File: src/rtl/prng_lfsr_ctrl.sv
// prng_lfsr_ctrl: push-button driven Fibonacci-style LFSR number generator.
// The button is synchronised and debounced into a one-cycle press event.
// A three-state FSM (STEP / RUN / PAUSE) decides when the LFSR advances.
// i_seed_load overrides any advance, and a zero seed is replaced by SEED
// so that the LFSR can never lock up in the all-zero state.
//
// Output event semantics: o_valid is a single-cycle pulse. It is high in the
// first cycle that a new o_number (from a load or an advance) is visible.
// There is no back-pressure: a consumer that misses the pulse misses the value.
module prng_lfsr_ctrl #(
    parameter int                 WIDTH    = 8,
    parameter logic [WIDTH-1:0]   TAPS     = WIDTH'(8'hB8),
    parameter logic [WIDTH-1:0]   SEED     = WIDTH'(1),
    parameter int                 DEBOUNCE = 4,
    parameter int                 PRESCALE = 4
) (
    input  logic             i_clk,
    input  logic             i_rst_n,
    input  logic             button,
    input  logic             i_mode,
    input  logic [WIDTH-1:0] i_seed,
    input  logic             i_seed_load,
    output logic [WIDTH-1:0] o_number,
    output logic             o_valid,
    output logic             o_lockup,
    output logic             o_running,
    output logic [1:0]       o_dbg_state
);

    localparam int DB_W = (DEBOUNCE > 1) ? $clog2(DEBOUNCE) : 1;
    localparam int PS_W = (PRESCALE > 1) ? $clog2(PRESCALE) : 1;
    localparam logic [DB_W-1:0] DB_MAX = DB_W'(DEBOUNCE - 1);
    localparam logic [PS_W-1:0] PS_MAX = PS_W'(PRESCALE - 1);

    typedef enum logic [1:0] {
        ST_STEP  = 2'd0,
        ST_RUN   = 2'd1,
        ST_PAUSE = 2'd2
    } state_t;

    logic [2:0]       r_sync;
    logic             r_db_level;
    logic [DB_W-1:0]  r_db_cnt;
    logic             r_press;
    state_t           r_state;
    state_t           w_state_nxt;
    logic             w_advance;
    logic [PS_W-1:0]  r_ps;
    logic [WIDTH-1:0] r_lfsr;
    logic             r_valid;
    logic             r_lockup;

    logic             w_sync_bit;
    logic             w_db_diff;
    logic             w_db_done;
    logic             w_fb;
    logic [WIDTH-1:0] w_lfsr_next;
    logic [WIDTH-1:0] w_lfsr_safe;
    logic             w_seed_zero;

    assign w_sync_bit = r_sync[2];
    assign w_db_diff  = (w_sync_bit != r_db_level);
    assign w_db_done  = w_db_diff && (r_db_cnt == DB_MAX);

    // Three-flop synchroniser for the asynchronous button; idles high (released).
    always_ff @(posedge i_clk) begin
        if (!i_rst_n) begin
            r_sync <= 3'b111;
        end else begin
            r_sync <= {r_sync[1:0], button};
        end
    end

    // Debouncer: accept a level change only after DEBOUNCE consecutive
    // disagreeing cycles; register a press pulse on an accepted 1->0 change.
    always_ff @(posedge i_clk) begin
        if (!i_rst_n) begin
            r_db_level <= 1'b1;
            r_db_cnt   <= '0;
            r_press    <= 1'b0;
        end else begin
            r_press <= w_db_done && r_db_level;
            if (w_db_done) begin
                r_db_level <= w_sync_bit;
                r_db_cnt   <= '0;
            end else if (w_db_diff) begin
                r_db_cnt <= r_db_cnt + 1'b1;
            end else begin
                r_db_cnt <= '0;
            end
        end
    end

    // FSM state register.
    always_ff @(posedge i_clk) begin
        if (!i_rst_n) begin
            r_state <= ST_STEP;
        end else begin
            r_state <= w_state_nxt;
        end
    end

    // FSM next state and advance request; a press that changes state never advances.
    always_comb begin
        w_state_nxt = r_state;
        w_advance   = 1'b0;
        case (r_state)
            ST_STEP: begin
                if (i_mode) begin
                    w_state_nxt = ST_RUN;
                end else if (r_press) begin
                    w_advance = 1'b1;
                end
            end
            ST_RUN: begin
                if (!i_mode) begin
                    w_state_nxt = ST_STEP;
                end else if (r_press) begin
                    w_state_nxt = ST_PAUSE;
                end else if (r_ps == PS_MAX) begin
                    w_advance = 1'b1;
                end
            end
            ST_PAUSE: begin
                if (!i_mode) begin
                    w_state_nxt = ST_STEP;
                end else if (r_press) begin
                    w_state_nxt = ST_RUN;
                end
            end
            default: begin
                w_state_nxt = ST_STEP;
            end
        endcase
    end

    // Prescaler: counts only while staying in RUN, so every RUN entry starts at 0.
    always_ff @(posedge i_clk) begin
        if (!i_rst_n) begin
            r_ps <= '0;
        end else if ((r_state == ST_RUN) && (w_state_nxt == ST_RUN)) begin
            r_ps <= (r_ps == PS_MAX) ? '0 : r_ps + 1'b1;
        end else begin
            r_ps <= '0;
        end
    end

    assign w_fb        = ^(r_lfsr & TAPS);
    assign w_lfsr_next = {r_lfsr[WIDTH-2:0], w_fb};
    // Guards against a degenerate TAPS mask shifting the state into zero.
    assign w_lfsr_safe = (w_lfsr_next == '0) ? SEED : w_lfsr_next;
    assign w_seed_zero = (i_seed == '0);

    // LFSR state with seed load taking priority over (and dropping) an advance.
    always_ff @(posedge i_clk) begin
        if (!i_rst_n) begin
            r_lfsr   <= SEED;
            r_valid  <= 1'b0;
            r_lockup <= 1'b0;
        end else if (i_seed_load) begin
            r_lfsr   <= w_seed_zero ? SEED : i_seed;
            r_valid  <= 1'b1;
            r_lockup <= w_seed_zero;
        end else if (w_advance) begin
            r_lfsr   <= w_lfsr_safe;
            r_valid  <= 1'b1;
            r_lockup <= 1'b0;
        end else begin
            r_valid  <= 1'b0;
            r_lockup <= 1'b0;
        end
    end

    assign o_number    = r_lfsr;
    assign o_valid     = r_valid;
    assign o_lockup    = r_lockup;
    assign o_running   = (r_state == ST_RUN);
    assign o_dbg_state = r_state;

endmodule

File: config.mk
export PLATFORM = sky130hd
export DESIGN_NAME = prng_lfsr_ctrl
export DESIGN_NICKNAME = d
export VERILOG_FILES = /design/src/rtl/prng_lfsr_ctrl.sv
export SDC_FILE = /design/constraint.sdc
export NUM_CORES = 1
export LEC_CHECK = 0
export ABC_AREA = 1
export CAP_MARGIN = 0
export CORE_MARGIN = 2
export CORE_UTILIZATION = 43
export DETAILED_ROUTE_END_ITERATION = 7
export GPL_TIMING_DRIVEN = 0
export PLACE_DENSITY = 0.74
export SLEW_MARGIN = 20
export SYNTH_ARGS = -nofsm -noshare
export SYNTH_HDL_FRONTEND = slang
export SYNTH_SLANG_ARGS = --single-unit
File: constraint.sdc
create_clock -name i_clk -period 1 [get_ports i_clk]
set_input_delay 0.15 -clock i_clk [delete_from_list [all_inputs] [get_ports i_clk]]
set_output_delay 0.15 -clock i_clk [all_outputs]
set_load 0.03 [all_outputs]
## Word level (Yosys, flattened, before mapping)

Index checks and enable logic that the tools add are counted.

| storage, ports and cells | value |
|---|---|
| register bits after elaboration | 21 |
| memories | 0 |
| ROM bits | 0 |
| output and inout port bits | 13 |
| latch bits | 0 |
| bits of input ports | 13 |
| bits in writable memories | 0 |

| cells by class | value |
|---|---|
| bitwise gates (word level) | 3 |
| $add $sub $neg | 2 |
| order comparisons | 0 |
| eq/ne operators | 6 |
| multiplexer cells | 18 |
| divide/modulo/power cells | 0 |
| reduce and logical (&&, ||, !) cells | 11 |
| $mul | 0 |
| shifts and indexed selects | 0 |

Operator list:

| operator | count |
|---|---|
| $mux W8 | 4 |
| $logic_not A8 Y1 | 2 |
| $mux W2 | 5 |
| $reduce_xor A8 Y1 | 1 |
| $mux W1 | 7 |
| $eq A2 B2 Y1 const B | 3 |
| $pmux W2 S3 | 1 |
| $reduce_or A3 Y1 | 2 |
| $add A2 B1 Y2 const B | 2 |
| $eq A2 B1 Y1 const B | 2 |
| $logic_and A1 B1 Y1 | 3 |
| $not A1 Y1 | 3 |
| $logic_not A2 Y1 | 1 |
| $pmux W1 S2 | 1 |
| $reduce_and A2 Y1 | 1 |
| $reduce_bool A2 Y1 | 1 |
| $ne A1 B1 Y1 | 1 |

## Longest topological paths before layout

Gate-level depths: netlist (run 1).

| logic depth | value |
|---|---|
| depth in word-level cells | 7 |
| depth in mapped cells | 9 |
| mapped depth without buffers | 9 |

## Worst setup path after synthesis (run 1)

Ideal clock, no wire load.

| timing path | value |
|---|---|
| path kind | register to register |
| start | register r_state[0] (netlist: o_dbg_state[0]) |
| end | register r_lfsr[7] (netlist: o_number[7]) |
| arrival time | 1129 ps |
| data required time | 885 ps |
| path buffers | 1 |
| slack | -244 ps |
| cell stages (with the launch flop) | 7 |
| setup time | 115 ps |
| cell sequence | dfxtp_1 -> inv_1 -> nand2_2 -> nand3_4 -> buf_8 -> a21oi_1 -> nor2_1 |

| between the ends | value |
|---|---|
| cells in the longest elaborated chain, start to end | 3 |

Ends and longest elaborated chain:

| what | RTL line | source |
|---|---|---|
| from (decl) | 45 | `state_t r_state;` |
| from (signal assigned) | 99 | `r_state <= w_state_nxt;` |
| $eq A2 B1 Y1 or $logic_not A2 Y1 (tied branches) | 107 | `case (r_state)` |
| $pmux W1 S2 * | 107 |  |
| $reduce_bool A2 Y1 (no source line) * | n/a |  |
| to (signal assigned) | 161 | `r_lfsr <= w_seed_zero ? SEED : i_seed;` |
| to (signal assigned) | 165 | `r_lfsr <= w_lfsr_safe;` |
| to (decl) | 49 | `logic [WIDTH-1:0] r_lfsr;` |

Every way passes the cells marked *; elsewhere a longest branch is shown, timed or not.
A chain may end at the register's enable or synchronous reset.

## Final worst setup path (run 1)

| timing path | value |
|---|---|
| start | register r_ps[0] |
| end | register r_lfsr[4] (netlist: o_number[4]) |

| between the ends | value |
|---|---|
| cells in the longest elaborated chain, start to end | 6 |

Ends and longest elaborated chain:

| what | RTL line | source |
|---|---|---|
| from (decl) | 48 | `logic [PS_W-1:0] r_ps;` |
| from (signal assigned) | 142 | `r_ps <= (r_ps == PS_MAX) ? '0 : r_ps + 1'b1;` |
| $eq A2 B2 Y1 | 120 | `end else if (r_ps == PS_MAX) begin` |
| $mux W1 | 120 |  |
| $mux W1 | 118 | `end else if (r_press) begin` |
| $mux W1 | 116 | `if (!i_mode) begin` |
| $pmux W1 S2 | 107 |  |
| $reduce_bool A2 Y1 (no source line) | n/a |  |

No other way between the ends.

==> impl_metrics.yaml, run 1 <==
yosys:
  synthTopCellsByCount: "nand2_1, dfxtp_1, inv_1"
  synth_most_common_cell: "nand2_1"
  async_flop_share_pct: 0
  synthTopCellsByArea: "dfxtp_1, nand2_1, nand3_1"
  synth.largest_area_cell: "dfxtp_1"
  ys.flop_type: "dfxtp_1"
  synth.avg_cell_area_um2: 7.31
  synth_nets: 156
  yosys.cell_types.count: 25
  syn-cell-area_um2: 1030
  ys_warn_count: 0
  synth_top_area_share_pct: 40.8
  synth_edf_count: 0
  seq_area_frac_synth_pct: 40.8
  postSynthCellCount: 141
  postSynthRegisterBits: 21
sta:
  final-setup-viol-count: 12
  post-route-worst-setup-slack_ns: -0.141
  fin_crit_sh_pct: 114
  rsz0062_at_grt: "true"
  maxSlewHeadroom_pct: 85.2
  tightestPinTransition_ns: 0.220
  setup_tns_ns: -1.30
  fin_crit_ns: 1.14
  max_freq_mhz: 876
  skew_ns: 0.00323
  hold_viol: 0
  finalMaxSlewViolations: 0
cts:
  clock_latency_ns: 0.32
  clk_path_buf_depth: 2
  cts.sinks: 21
  holdBufCountCts: 0
  cts.htree.levels: 1
  clockRootBuffer: "clkbuf_4"
  cts_tree: "yes"
  clk_pin_slew_ns: 0.12
  cts_buffers: 3
floorplanning:
  dieWidth_um: 53.0
  die_area_um2: 2810
  rows: 17
  fp.dieH_um: 53.0
  core_area_um2: 2230
  io_pins: 26
  initial_core_util_pct: 46.2
grt:
  grt_first_pass_wirelength_mm: 3.90
  grt_max_degree: 14
  grt_pass1_vias: 932
  antenna_found_initial: 0
  grt-ovfl-total: 0
  grt.total_usage_pct: 19.1
worst_setup_path:
  r2r_start: "r_ps[0]$_SDFF_PP0_"
  cpMostUsedCell: "nand2_2"
  startpoint_type: "flop"
  crit_path_top_delay_cell: "dfxtp_2"
  cp_cell_sequence: "ha_4 -> nand2_2 -> nand2_2 -> nand3_4 -> buf_8 -> nand3_1 -> o21ai_1"
  criticalPathCategory: "reg -> reg"
  cp_slowest_stage_delay_ns: 0.36
  worstReg2RegEnd: "o_number[4]$_SDFFE_PN0P_"
  required_ns: 1.25
  reg2regPathDepth: 7
  reg2reg_slack_ns: -0.14
  worst_setup_path_end_kind: "flop"
  cp_data_arrival_time_ns: 1.39
  worstPathMaxFanout: 10
outcome:
  status: "complete, but fails checks"
  violations: "negative setup slack"
job:
  maxCapViolCount: 0
hold_path:
  hp-start: "i_rst_n"
  whs_path_depth: 2
  hold_path.class: "in -> reg"
  worstHoldEndpoint: "r_db_level$_SDFFE_PN1P_"
finish:
  layout.nets: 191
  area_delta_synth_final_pct: 42.2
  final_area_um2: 1470
  drive_gt1_share_pct: 37.1
  fillers: 192
  n_antenna_cell: 0
placement:
  dpl-instance-area_um2: 1340
  io_buffers: 24
  dp_slack_ns: -0.411
  place_hpwl_mm: 1.77
  gp_congestion: 0.846
route:
  wire_per_inst_um: 12.1
  dr.pass1.iters: 4
  drcViolationCount: 0
  viasPerCell: 5.10
  first_iter_violations: 58
  vias: 1036
  wirelength_mm: 2.46
  detail-route-antenna-nets: 0
power:
  ir_worst_vdd_mv: 1.27
  power.leakage_nw: 0.633
  p_per_area_nw_per_um2: 1180
flip-flops by register name (all words and copies together), names as in the netlist:
register and flops:
o_number 8, r_sync 3, o_dbg_state 2, r_db_cnt 2, r_ps 2, o_lockup 1, o_valid 1, r_db_level 1
r_press 1
through the flow:
| stage | util, % | total power [mW] | instances | hold WS (ns) |
|---|---|---|---|---|
| 6_report | 65.7 | 1.73 | 203 | 0.0668 |
| 5_1_grt | 65.7 | 1.81 | 203 | 0.0513 |
| 4_1_cts | 64.0 | 1.72 | 203 | 0.0667 |
| 3_5_place_dp | 59.9 | 1.28 | 193 | 0.398 |
| 3_3_place_gp | 59.9 | 1.27 | 193 | 0.397 |
| 2_1_floorplan | - | 1.13 | 141 | 0.257 |
final cells by class:
class	instances	area, um^2	share of cell area (%)
inverters	18	67.6	4.61
repair buffers	30	292	19.9
flip-flops and latches	21	448	30.5
clock buffers	3	22.5	1.54
multi-input cells	97	547	37.3
well taps	28	35.0	2.39
plain buffers	5	47.5	3.24
clock inverters	1	7.51	0.512
how the worst max path moves through the flow:
stage | startpoint | slack (ns) | to
finish | r_ps[0]$_SDFF_PP0_ | -0.14 | o_number[4]$_SDFFE_PN0P_
global route | r_ps[0]$_SDFF_PP0_ | -0.21 | o_number[1]$_SDFFE_PN0P_
CTS | r_ps[0]$_SDFF_PP0_ | -0.14 | o_number[4]$_SDFFE_PN0P_
detailed placement | i_mode | -0.41 | o_number[6]$_SDFFE_PN0P_
global placement | i_seed_load | -0.39 | o_number[7]$_SDFFE_PN0P_
floorplan | o_dbg_state[0]$_SDFF_PN0_ | -0.05 | o_number[7]$_SDFFE_PN0P_
worst max-delay path: cells and delay by family (launching register included):
family | cells | cell delay [ns]
flip-flops | 1 | 0.36
buffers and inverters | 1 | 0.14
adder cells (fa/ha/maj) | 1 | 0.16
AND/OR/NAND/NOR | 4 | 0.29
AO/OA/AOI/OAI | 1 | 0.13
metal layers:
metal	vias up	track usage [%]	part of all wire (%)
met5	-	0	0
met4	0	8.97	2.4
met3	12	5.08	7.6
met2	43	32.5	50
met1	467	22.0	40
li1	514	-	-
repair_timing:
item | 4_1_cts | 5_1_grt
pin swaps | 2 | 2
setup buffers | 6 | 0
gates cloned | 0 | 0
endpoints found under the setup margin | 24 | 24
endpoints found under the hold margin | 0 | 0
gates resized for setup | 100 | 10
cell usage in the layout (no fill, tap or decap), drive strengths merged:
cell type and instances:
a211oi 2, a21oi 4, buf 24, clkbuf 3, clkdlybuf4s50 11, clkinvlp 1
dfxtp 21, ha 2, inv 18, nand2 37, nand3 17, nand3b 1
nor2 16, nor2b 1, nor3 2, nor4 1, o211ai 1, o21ai 10
or2 3
logic make-up (layout without fill, tap and decap cells):
| logic type | count (synthesis) | after routing | share of synthesized area [%] |
|---|---|---|---|
| DFF | 21 | 21 | 40.8 |
| adders and majority gates | 2 | 2 | 2.43 |
| buffers and inverters | 23 | 57 | 11.2 |
| AOI/OAI and AO/OA | 17 | 17 | 9.47 |
| and+or+nand+nor | 78 | 78 | 36.2 |
power by group:
group | switching (mW) | internal, mW | leakage [nW]
registers | 0.0315 | 0.869 | 0.178
logic | 0.211 | 0.178 | 0.441
clock network | 0.285 | 0.153 | 0.0139
No activity file was read; power rests on OpenSTA's default activity.
==> inputs of run 2 (changes only) <==
- GPL_TIMING_DRIVEN: 0 -> 1
==> run 2 against run 1 <==
Effect of this change:
- the run still ends with negative setup slack left
- sequential share of layout area decreased by 5.3 points
- wire length increased by 30%
- clock power decreased by 3%
- sequential power about the same
- count of clock-buffer cells in the layout unchanged
- sequential cell count unchanged
- total power increased by 6.4%
- fmax decreased by 4.9%
- largest cell class unchanged
- largest power group unchanged
- highest routed layer unchanged
==> impl_metrics.yaml, run 2 (same netlist as run 1, synthesis figures left out) <==
worst_setup_path:
  reg2regPathDepth: 8
  reg2reg_slack_ns: -0.17
  worstPathMaxFanout: 3
  worst_setup_path_end_kind: "output pin"
  worstReg2RegEnd: "o_number[7]$_SDFFE_PN0P_"
  criticalPathCategory: "reg -> out"
  critPathCapture: "o_running"
  cp_slowest_stage_delay_ns: 0.34
  cp_cell_sequence: "buf_6 -> inv_4 -> nand2_4 -> inv_2 -> buf_6"
  cpMostUsedCell: "buf_6"
  startpoint_type: "flop"
  required_ns: 0.85
  crit_path_top_delay_cell: "dfxtp_2"
  crit_start: "o_dbg_state[1]$_SDFF_PN0_"
  r2r_start: "r_ps[0]$_SDFF_PP0_"
  cp_data_arrival_time_ns: 1.05
grt:
  grt_pass1_vias: 1032
  groute.layer.met1.usage_pct: 24.7
  grt_max_degree: 13
  antenna_found_initial: 0
  grt.total_usage_pct: 21.6
  grt-ovfl-total: 0
  met2_usage_pct: 38.1
  grt_first_pass_wirelength_mm: 4.35
  top_usage_layer: "met2"
  gr-usage-met3_pct: 3.67
cts:
  cts.sinks: 21
  clk_path_buf_depth: 2
  cts.htree.levels: 1
  clockRootBuffer: "clkbuf_4"
  clock_latency_ns: 0.31
  cts_tree: "yes"
  clk_pin_slew_ns: 0.12
  cts_buffers: 3
floorplanning:
  io_pins: 26
  core_area_um2: 2230
  rows: 17
  die_area_um2: 2810
  initial_core_util_pct: 46.2
  dieWidth_um: 53.0
  fp.dieH_um: 53.0
job:
  maxCapViolCount: 0
sta:
  skew_ns: 0.000539
  maxSlewHeadroom_pct: 83.6
  fin_crit_ns: 1.20
  max_freq_mhz: 833
  rsz0062_at_grt: "true"
  post-route-worst-setup-slack_ns: -0.200
  final-setup-viol-count: 15
  fin_crit_sh_pct: 120
  hold_viol: 0
  tightestPinTransition_ns: 0.244
  finalMaxSlewViolations: 0
route:
  wirelength_mm: 3.21
  first_iter_violations: 50
  drcViolationCount: 0
  viasPerCell: 5.16
  vias: 1187
  detail-route-antenna-nets: 0
  dr.pass1.iters: 4
  wire_per_inst_um: 13.9
placement:
  place_hpwl_mm: 1.89
  io_buffers: 25
  gp_congestion: 0.852
  dp_slack_ns: -0.387
finish:
  n_antenna_cell: 0
  drive_gt1_share_pct: 53.5
  area_delta_synth_final_pct: 71.7
  fillers: 139
  layout.nets: 218
  layout_common_cells: "buf_4, nand2_1, buf_6"
  final_common_cell: "buf_4"
  largest_reg_flops: 8
power:
  p_per_area_nw_per_um2: 1040
  power.leakage_nw: 0.814
  ir_worst_vdd_mv: 1.16
  total_power_mw: 1.84
hold_path:
  hold_path.class: "in -> reg"
  whs_path_depth: 3
outcome:
  violations: "negative setup slack"
  status: "complete, but fails checks"
## run 2: report_power, final
group | total (mW) | switching (mW) | internal [mW]
clock | 0.423 | 0.273 | 0.150
combinational | 0.511 | 0.264 | 0.247
sequential | 0.903 | 0.0315 | 0.872
## run 2: how the worst min path moves through the flow
stage / start / endpoint / slack, ns
floorplan: button / r_sync[0]$_SDFF_PN1_ / 0.26
global placement: r_sync[0]$_SDFF_PN1_ / r_sync[1]$_SDFF_PN1_ / 0.40
detailed placement: r_sync[1]$_SDFF_PN1_ / r_sync[2]$_SDFF_PN1_ / 0.41
CTS: button / r_sync[0]$_SDFF_PN1_ / 0.40
global route: i_rst_n / r_db_level$_SDFFE_PN1P_ / 0.25
finish: i_rst_n / r_db_level$_SDFFE_PN1P_ / 0.24
## run 2: worst max-delay path: cells and delay by family (launching register included)
family	cells	cell delay (ns)
AND/OR/NAND/NOR	1	0.05
buffers and inverters	4	0.35
flip-flops	1	0.34
## run 2: stage by stage
stage	TNS (ns)	instance area [um^2]	utilization, %	hold WS, ns	cells
2_1_floorplan	-0.243	1060	-	0.257	141
3_3_place_gp	-5.51	1430	64.1	0.400	211
5_1_grt	-2.58	1770	79.3	0.254	230
6_report	-1.68	1770	79.3	0.236	230
4_1_cts	-1.37	1590	71.3	0.404	223
3_5_place_dp	-6.01	1430	64.1	0.406	211
## run 2: cell type report
class	count	area [um^2]	area share [%]
Clock buffer	3	22.5	1.27
Clock inverter	1	5.00	0.283
Inverter	18	73.8	4.17
Multi-Input combinational cell	97	624	35.3
Sequential cell	21	447	25.2
Tap cell	28	35.0	1.98
Timing Repair Buffer	62	563	31.8
## run 2: timing repair
action,in CTS,in global routing
pin swaps,5,13
hold buffers,0,0
hold endpoints to repair,0,0
setup buffers,9,8
setup endpoints to repair,24,28
resized for setup,27,35
## run 2: layer usage
metal  up-vias  routed length [um]
li1        568                   -
met1       565                1260
met2        43                1700
met3        11                 155
met4         0                  95
met5         -                   0
==> inputs of run 3 (changes only) <==
- PLACE_DENSITY: 0.74 -> default
- PLACE_DENSITY_LB_ADDON: default -> 0.2
- SKIP_CTS_REPAIR_TIMING: default -> 1
==> run 3 against run 2 <==
Effect of this change:
- the run still ends with negative setup slack left
- via count shrank 9.1%
- highest routed layer unchanged
- sequential share of layout area grew 2.1 points
- combinational power shrank 13%
- sequential cell count is the same
- utilization shrank 5.2 points
- register-to-register slack is essentially flat
==> impl_metrics.yaml, run 3 (same netlist as run 1, synthesis figures left out) <==
floorplanning:
  rows: 17
  io_pins: 26
  initial_core_util_pct: 46.2
  fp.dieH_um: 53.0
  dieWidth_um: 53.0
  core_area_um2: 2230
  die_area_um2: 2810
worst_setup_path:
  path_depth: 5
  required_ns: 0.85
  startpoint_type: "flop"
  crit_path_top_delay_cell: "dfxtp_2"
  critPathBufInv: 4
  cp_data_arrival_time_ns: 1.03
  reg2reg_slack_ns: -0.16
  cpMostUsedCell: "buf_6"
  criticalPathCategory: "reg -> out"
  worstReg2RegEnd: "o_number[3]$_SDFFE_PN0P_"
  cp_slowest_stage_delay_ns: 0.35
  r2r_start: "r_ps[0]$_SDFF_PP0_"
  reg2regPathDepth: 7
  worst_setup_path_end_kind: "output pin"
  worstPathMaxFanout: 3
  cp_cell_sequence: "buf_6 -> inv_4 -> nand2_2 -> inv_2 -> buf_6"
  critPathTopFamily: "flip-flops"
grt:
  grt.total_usage_pct: 21.1
  grt-ovfl-total: 0
  grt_first_pass_wirelength_mm: 4.17
  antenna_found_initial: 0
  grt_pass1_vias: 974
  grt_max_degree: 13
sta:
  max_freq_mhz: 844
  post-route-worst-setup-slack_ns: -0.184
  maxSlewHeadroom_pct: 85.4
  hold_slack_ns: 0.192
  skew_ns: 0.00243
  finalMaxSlewViolations: 0
  fin_crit_ns: 1.18
  fin_crit_sh_pct: 118
  final-setup-viol-count: 15
  hold_viol: 0
  tightestPinTransition_ns: 0.217
  rsz0062_at_grt: "true"
finish:
  area_delta_synth_final_pct: 60.6
  drive_gt1_share_pct: 48.2
  final_core_util_pct: 74.1
  final_area_um2: 1660
  layout_common_cells: "nand2_1, buf_4, inv_1, buf_6, nor2_1"
  layout.nets: 209
  final_common_cell: "nand2_1"
  final_cells: 221
  n_antenna_cell: 0
  largest_reg_flops: 8
route:
  detail-route-antenna-nets: 0
  wire_per_inst_um: 12.1
  first_iter_violations: 23
  viasPerCell: 4.88
  dr.pass1.iters: 6
  wirelength_mm: 2.68
  drcViolationCount: 0
  vias: 1079
cts:
  cts_tree: "yes"
  cts.sinks: 21
  clockRootBuffer: "clkbuf_4"
  clk_path_buf_depth: 2
  cts.htree.levels: 1
  clk_pin_slew_ns: 0.12
  cts_buffers: 3
  clock_latency_ns: 0.30
outcome:
  status: "complete, but fails checks"
  violations: "negative setup slack"
placement:
  io_buffers: 25
  place_hpwl_mm: 1.96
  placedCellCount: 208
  dpl-instance-area_um2: 1410
  gp_congestion: 0.804
  dp_slack_ns: -0.374
power:
  p_per_area_nw_per_um2: 1060
  ir_worst_vdd_mv: 0.904
  power.leakage_nw: 0.750
job:
  maxCapViolCount: 0
hold_path:
  worstHoldEndpoint: "o_dbg_state[0]$_SDFF_PN0_"
  hp-start: "i_rst_n"
  hold_path.class: "in -> reg"
  whs_path_depth: 3
## run 3: worst max-delay path by stage
| stage | start | to | slack (ns) |
|---|---|---|---|
| 4_1_cts | o_dbg_state[1]$_SDFF_PN0_ | o_running | -0.30 |
| 2_1_floorplan | o_dbg_state[0]$_SDFF_PN0_ | o_number[7]$_SDFFE_PN0P_ | -0.05 |
| 3_3_place_gp | i_mode | o_number[6]$_SDFFE_PN0P_ | -0.37 |
| 5_1_grt | r_ps[1]$_SDFF_PP0_ | o_number[1]$_SDFFE_PN0P_ | -0.24 |
| 6_report | o_dbg_state[1]$_SDFF_PN0_ | o_running | -0.18 |
| 3_5_place_dp | i_mode | o_number[3]$_SDFFE_PN0P_ | -0.37 |
## run 3: worst reg2reg max path: cells and delay by family, from the launching register on
| kind | cells | cell delay, ns |
|---|---|---|
| buffers and inverters | 1 | 0.14 |
| DFF | 1 | 0.36 |
| AOI/OAI and AO/OA | 1 | 0.13 |
| adders and majority gates | 1 | 0.16 |
| and+or+nand+nor | 4 | 0.31 |
## run 3: area by class of cell
class / instances / area, um^2
Multi-Input combinational cell: 97 / 588
Fill cell: 187 / 578
Timing Repair Buffer: 53 / 479
Sequential cell: 21 / 452
Inverter: 18 / 73.8
Tap cell: 28 / 35.0
Clock buffer: 3 / 22.5
Clock inverter: 1 / 5.00
## run 3: stage by stage
| step | setup TNS, ns | total power, mW |
|---|---|---|
| detailed placement | -6.03 | 1.30 |
| global route | -2.89 | 1.86 |
| CTS | -2.40 | 1.70 |
| floorplan | -0.243 | 1.13 |
| finish | -1.67 | 1.76 |
| global placement | -5.64 | 1.29 |
## run 3: power breakdown
group          internal (mW)  total [mW]  switching (mW)  leakage (nW)
combinational          0.218       0.446           0.228         0.554
clock                  0.149       0.413           0.264        0.0177
sequential             0.867       0.901          0.0340         0.179
total                   1.23        1.76           0.526         0.750
## run 3: metal layers
layer  track usage (%)  wire length (um)  part of all wire, %  vias to the layer above
li1                  -                 -                    -                      550
met1              25.6              1240                   46                      490
met2              34.8              1270                   47                       33
met3              3.67               115                  4.3                        6
met4              11.5                59                  2.2                        0
met5                 0                 0                    0                        -
